--- config.mk ---
export PLATFORM = sky130hd
export DESIGN_NAME = disp_wr_sched
export DESIGN_NICKNAME = d
export VERILOG_FILES = /design/src/rtl/disp_pkg.sv /design/src/rtl/rr_arb2.sv /design/src/rtl/disp_wr_sched.sv
export SDC_FILE = /design/constraint.sdc
export NUM_CORES = 1
export LEC_CHECK = 0
export CORE_MARGIN = 2
export CORE_UTILIZATION = 36
export CTS_BUF_LIST = sky130_fd_sc_hd__clkbuf_2 sky130_fd_sc_hd__clkbuf_4 sky130_fd_sc_hd__clkbuf_8
export CTS_CLUSTER_SIZE = 10
export DETAILED_ROUTE_END_ITERATION = 6
export PLACE_DENSITY = 0.72
export SYNTH_ARGS = -nofsm -noshare
export SYNTH_HDL_FRONTEND = slang
export SYNTH_SLANG_ARGS = --single-unit
--- constraint.sdc ---
create_clock -name disp_clk -period 4.96 [get_ports disp_clk]
set_input_delay 0.992 -clock disp_clk [delete_from_list [all_inputs] [get_ports disp_clk]]
set_output_delay 0.992 -clock disp_clk [all_outputs]
set_load 0.01 [all_outputs]
--- src/rtl/disp_pkg.sv ---
// Shared widths and scheduler state encoding for the display character-memory write path.
package disp_pkg;

  localparam int DISP_ADR_W = 7;
  localparam int DISP_D_W   = 4;
  localparam int WR_CNT_W   = 8;

  typedef enum logic [1:0] {
    ST_IDLE  = 2'd0,
    ST_WRITE = 2'd1,
    ST_DONE  = 2'd2
  } disp_st_e;

endpackage

--- src/rtl/rr_arb2.sv ---
// Two-way round-robin arbiter: combinational grant, registered "last granted" pointer.
module rr_arb2 (
  input  logic clk_i,
  input  logic rst_i,
  input  logic en_i,
  input  logic vld0_i,
  input  logic vld1_i,
  output logic gnt0_o,
  output logic gnt1_o
);

  // last_q = 1 means requester 1 won most recently, so requester 0 wins the next tie.
  logic last_q, last_d;

  always_comb begin
    gnt0_o = en_i & vld0_i & (~vld1_i | last_q);
    gnt1_o = en_i & vld1_i & (~vld0_i | ~last_q);
    last_d = last_q;
    if (gnt0_o) begin
      last_d = 1'b0;
    end else if (gnt1_o) begin
      last_d = 1'b1;
    end
  end

  always_ff @(posedge clk_i) begin
    if (rst_i) begin
      last_q <= 1'b1;
    end else begin
      last_q <= last_d;
    end
  end

endmodule

--- src/rtl/disp_wr_sched.sv ---
// Round-robin write scheduler for the display character memory; optionally confines
// writes to vertical blanking with a per-window write limit.
module disp_wr_sched
  import disp_pkg::*;
#(
  parameter int MAX_PER_FRAME = 128,
  parameter bit BLANK_ONLY    = 1'b1
) (
  input  logic                  disp_clk,
  input  logic                  rst_disp,
  input  logic                  i_sync_va,
  input  logic                  i_req0_vld,
  input  logic [DISP_ADR_W-1:0] i_req0_adr,
  input  logic [DISP_D_W-1:0]   i_req0_d,
  output logic                  o_req0_rdy,
  input  logic                  i_req1_vld,
  input  logic [DISP_ADR_W-1:0] i_req1_adr,
  input  logic [DISP_D_W-1:0]   i_req1_d,
  output logic                  o_req1_rdy,
  output logic                  o_disp_wen,
  output logic                  o_disp_men,
  output logic [DISP_ADR_W-1:0] o_disp_adr,
  output logic [DISP_D_W-1:0]   o_disp_d,
  output logic                  o_frame_done,
  output logic [WR_CNT_W-1:0]   o_wr_cnt
);

  localparam logic [WR_CNT_W-1:0] MAX_C = WR_CNT_W'(MAX_PER_FRAME);

  disp_st_e              state_q, state_d;
  logic                  va_q;
  logic [WR_CNT_W-1:0]   cnt_q, cnt_d, cnt_inc;
  logic                  fd_q, fd_d;
  logic                  wen_q;
  logic [DISP_ADR_W-1:0] adr_q;
  logic [DISP_D_W-1:0]   d_q;
  logic                  bs, win_ok, arb_en, gnt0, gnt1, xfer;

  assign bs = va_q & ~i_sync_va;

  // Readiness is withheld during reset so a requester never sees a transfer that is dropped.
  always_comb begin
    if (BLANK_ONLY) begin
      win_ok = (state_q == ST_WRITE) & ~i_sync_va & (cnt_q < MAX_C);
    end else begin
      win_ok = 1'b1;
    end
    arb_en = win_ok & ~rst_disp;
  end

  rr_arb2 u_arb (
    .clk_i  (disp_clk),
    .rst_i  (rst_disp),
    .en_i   (arb_en),
    .vld0_i (i_req0_vld),
    .vld1_i (i_req1_vld),
    .gnt0_o (gnt0),
    .gnt1_o (gnt1)
  );

  assign xfer       = gnt0 | gnt1;
  assign o_req0_rdy = gnt0;
  assign o_req1_rdy = gnt1;

  always_comb begin
    state_d = state_q;
    cnt_d   = cnt_q;
    fd_d    = 1'b0;
    cnt_inc = (cnt_q == {WR_CNT_W{1'b1}}) ? cnt_q : cnt_q + 1'b1;
    if (!BLANK_ONLY) begin
      state_d = ST_WRITE;
      if (xfer) cnt_d = cnt_inc;
    end else begin
      case (state_q)
        ST_IDLE: begin
          if (bs) begin
            state_d = ST_WRITE;
            cnt_d   = '0;
          end
        end
        ST_WRITE: begin
          if (xfer) cnt_d = cnt_inc;
          if (i_sync_va) begin
            state_d = ST_IDLE;
            fd_d    = 1'b1;
          end else if (xfer && (cnt_inc == MAX_C)) begin
            state_d = ST_DONE;
            fd_d    = 1'b1;
          end
        end
        ST_DONE: begin
          if (i_sync_va) state_d = ST_IDLE;
        end
        default: state_d = ST_IDLE;
      endcase
    end
  end

  always_ff @(posedge disp_clk) begin
    if (rst_disp) begin
      state_q <= ST_IDLE;
      va_q    <= 1'b1;
      cnt_q   <= '0;
      fd_q    <= 1'b0;
      wen_q   <= 1'b0;
      adr_q   <= '0;
      d_q     <= '0;
    end else begin
      state_q <= state_d;
      va_q    <= i_sync_va;
      cnt_q   <= cnt_d;
      fd_q    <= fd_d;
      wen_q   <= xfer;
      if (xfer) begin
        adr_q <= gnt1 ? i_req1_adr : i_req0_adr;
        d_q   <= gnt1 ? i_req1_d : i_req0_d;
      end
    end
  end

  assign o_disp_wen   = wen_q;
  assign o_disp_men   = wen_q;
  assign o_disp_adr   = adr_q;
  assign o_disp_d     = d_q;
  assign o_frame_done = fd_q;
  assign o_wr_cnt     = cnt_q;

endmodule

==> flow_metrics.py <==
metrics = {
    "run_status": {
        "status": "complete, no violations",
    },
    "sta": {
        "report.final.hold_viol_count": 0,
        "maxSlewViolCount": 0,
        "worst_slew_pin_slew_ns": 0.475,
        "timing.final.crit_share_pct": 81.7,
        "hold_slack_ns": 0.505,
        "max_freq_ghz": 0.247,
        "fin_tns_setup_ns": 0,
        "finClkSkew_ns": 0.00301,
        "rsz0062_at_grt": "false",
        "setup_viol": 0,
        "slew_headroom_pct": 68.1,
        "layout_min_cycle_time_ns": 4.05,
    },
    "route": {
        "route.vias.total": 1184,
        "dr.first_iter.drc_count": 30,
        "avgRoutedWirePerCell_um": 12.6,
        "ant_nets": 0,
        "wl_um": 2870,
        "firstDrtPassIters": 4,
        "drc": 0,
        "viasPerCell": 5.19,
    },
    "worst_setup_path": {
        "cp_data_arrival_time_ns": 3.06,
        "critPathMaxStageDelay_ns": 0.54,
        "cp_top_family": "buffers and inverters",
        "cp_common_cell": "clkdlybuf4s50_1",
        "cp-start-kind": "input pin",
        "cpMaxStageDelayCell": "clkdlybuf4s50_1",
        "path_cells": "clkdlybuf4s50_1 > buf_4 > or3b_2 > nor3_1 > nand2_1 > nor2_1 > clkdlybuf4s50_1",
        "critical_path_buf_inv_count": 3,
        "crit_fanout": 25,
        "required_ns": 3.97,
        "crit_type": "input pin to primary output",
        "crit_path_end_kind": "primary output",
    },
    "floorplan": {
        "die_area_mm2": 0.00387,
        "core-area_mm2": 0.00328,
        "start_util_pct": 37.2,
        "ios": 51,
        "die_w_um": 62.2,
        "dieHeight_um": 62.2,
        "fp-row-count": 21,
    },
    "final_layout": {
        "antenna_cells": 0,
        "drive_above_1_share_pct": 8.24,
        "finalInstanceArea_mm2": 0.00177,
        "fin_nets": 211,
        "fillers": 318,
        "syn_to_final_growth_pct": 45.2,
    },
    "placed_design": {
        "dpl_cell_area_mm2": 0.00174,
        "io_buffer_count": 50,
        "dp_hpwl_um": 2160,
        "gp_congestion": 0.772,
    },
    "global_route": {
        "grt_max_degree": 27,
        "grt_antenna_before_repair": 0,
        "grt_pass1_vias": 1102,
        "grt_overflow": 0,
        "grt_pass1_wl_um": 4800,
        "grtUsageTotal_pct": 15.1,
    },
    "power": {
        "pwr-share-clk_pct": 26.5,
        "p_sw_w": 0.0000763,
        "power_density_mw_per_mm2": 198,
        "ir_worst_vdd_mv": 0.0874,
        "p_seq_share_pct": 59.2,
        "p_leak_nw": 0.695,
        "combPwrFrac_pct": 14.2,
        "finalPower_w": 0.000351,
        "swShare_pct": 21.8,
        "intPower_w": 0.000274,
    },
    "synthesis": {
        "yosysUniqueCellTypes": 39,
        "yosysWarnings": 0,
        "ys_ff_latch": 25,
        "yosysSeqAreaShare_pct": 41.0,
        "ys.flop_type": "dfxtp_1",
        "ys_async_sr_fraction_pct": 0,
        "synth_edf_count": 0,
        "synthesis.area_mm2": 0.00122,
        "synth_cells": 135,
        "syn_avg_cell_area_um2": 9.05,
        "synth.net_count": 163,
    },
    "clocking": {
        "clk_latency_ns": 0.30,
        "cts_resized": 0,
        "root_buffer": "clkbuf_4",
        "cts_tree": "yes",
        "clock_sinks": 25,
        "cts_setup_buffers": 0,
        "cts_made_buffers": 3,
        "path_clk_slew_ns": 0.13,
        "cts_max_path_buffers": 2,
        "cts_hold_buf": 0,
        "h-tree-depth": 1,
    },
    "worst_hold_path": {
        "hold_class": "flip-flop to flip-flop",
    },
    "flow_run": {
        "maxCapViolations": 0,
    },
}
[metrics by stage]
stage          utilization [%]  cells  worst slack [ns]
4_1_cts                   54.0    228             0.891
3_5_place_dp              53.1    224             0.908
2_1_floorplan                -    135              2.06
6_report                  54.0    228             0.907
3_3_place_gp              53.1    224             0.943
5_1_grt                   54.0    228             0.770
[state kept, by name (all words and copies together) (netlist names)]
signal / cells
o_wr_cnt: 8
o_frame_done: 1
state_q: 2
va_q: 1
o_disp_d: 4
o_disp_adr: 7
o_disp_men: 1
u_arb.last_q: 1
[Yosys cell counts (all sizes together), types with 4 or more instances]
cell,number,area (um2)
nand2,7,26.3
nand4,4,25.0
a21oi,6,30.0
buf,5,36.3
mux2i,12,120
nor3,4,20.0
clkbuf,4,15.0
dfxtp,25,500
o21ai,13,65.1
nor2,9,33.8
nand3,4,25.0
nand3b,12,93.8
[cell type report]
class | instances | area, um2 | share of cell area, %
timing repair buffer | 52 | 515 | 29.1
multi-input combinational | 98 | 658 | 37.1
tap | 46 | 57.6 | 3.25
inverter | 3 | 11.3 | 0.635
sequential | 25 | 500 | 28.2
clock buffer | 4 | 30.0 | 1.69
[final timing paths]
kind / slack [ns] / endpoint / cells past startpoint / start
max: 0.91 / o_req0_rdy / 7 / rst_disp
min: 0.50 / o_disp_adr[4] / 2 / o_disp_adr[4]
max reg2reg: 2.88 / state_q[0] / 5 / o_wr_cnt[0]
min reg2reg: 0.50 / o_disp_adr[4] / 2 / o_disp_adr[4]
[routing by layer]
layer / track usage (%) / vias to the layer above / wire, um
met5: 0 / - / 0
met3: 3.62 / 2 / 175
met4: 4.17 / 0 / 13
li1: - / 595 / -
met1: 18.0 / 550 / 1310
met2: 26.9 / 37 / 1380
[cells by family after synthesis]
| kind of cell | count (synthesis) | synth area share, % |
|---|---|---|
| simple gates | 55 | 27.8 |
| compound gates | 30 | 15.3 |
| flops | 25 | 41.0 |
| buf+inv | 12 | 5.12 |
| mux | 12 | 9.84 |
| fa+ha+maj | 1 | 1.02 |
[cell usage in the layout (no fill, tap or decap), drive strengths merged, types with 3 or more instances in the layout]
master	synthesis	final
o21ai	13	13
nor3	4	4
a31oi	3	3
and3	3	3
clkbuf	4	4
a21oi	6	6
nand4	4	4
mux2i	12	12
clkdlybuf4s50	0	50
nand3b	12	12
nor2	9	9
nand2	7	7
inv	3	3
dfxtp	25	25
nand3	4	4
[worst register-to-register path, stage by stage, from the launching register on]
cell and delay (ns):
dfxtp_1 0.45, ha_1 0.34, nand4_1 0.14, or4_1 0.41, a2111o_1 0.47, and3_1 0.18
[power by group through the flow]
stage          clock network [W]  logic (W)  registers (W)
6_report               0.0000930  0.0000499       0.000208
5_1_grt                 0.000106  0.0000542       0.000208
4_1_cts                0.0000969  0.0000502       0.000208
3_5_place_dp                   0  0.0000501       0.000212
3_3_place_gp                   0  0.0000489       0.000212
2_1_floorplan                  0  0.0000171       0.000213
Note: power is estimated with default switching activity, not from simulation.
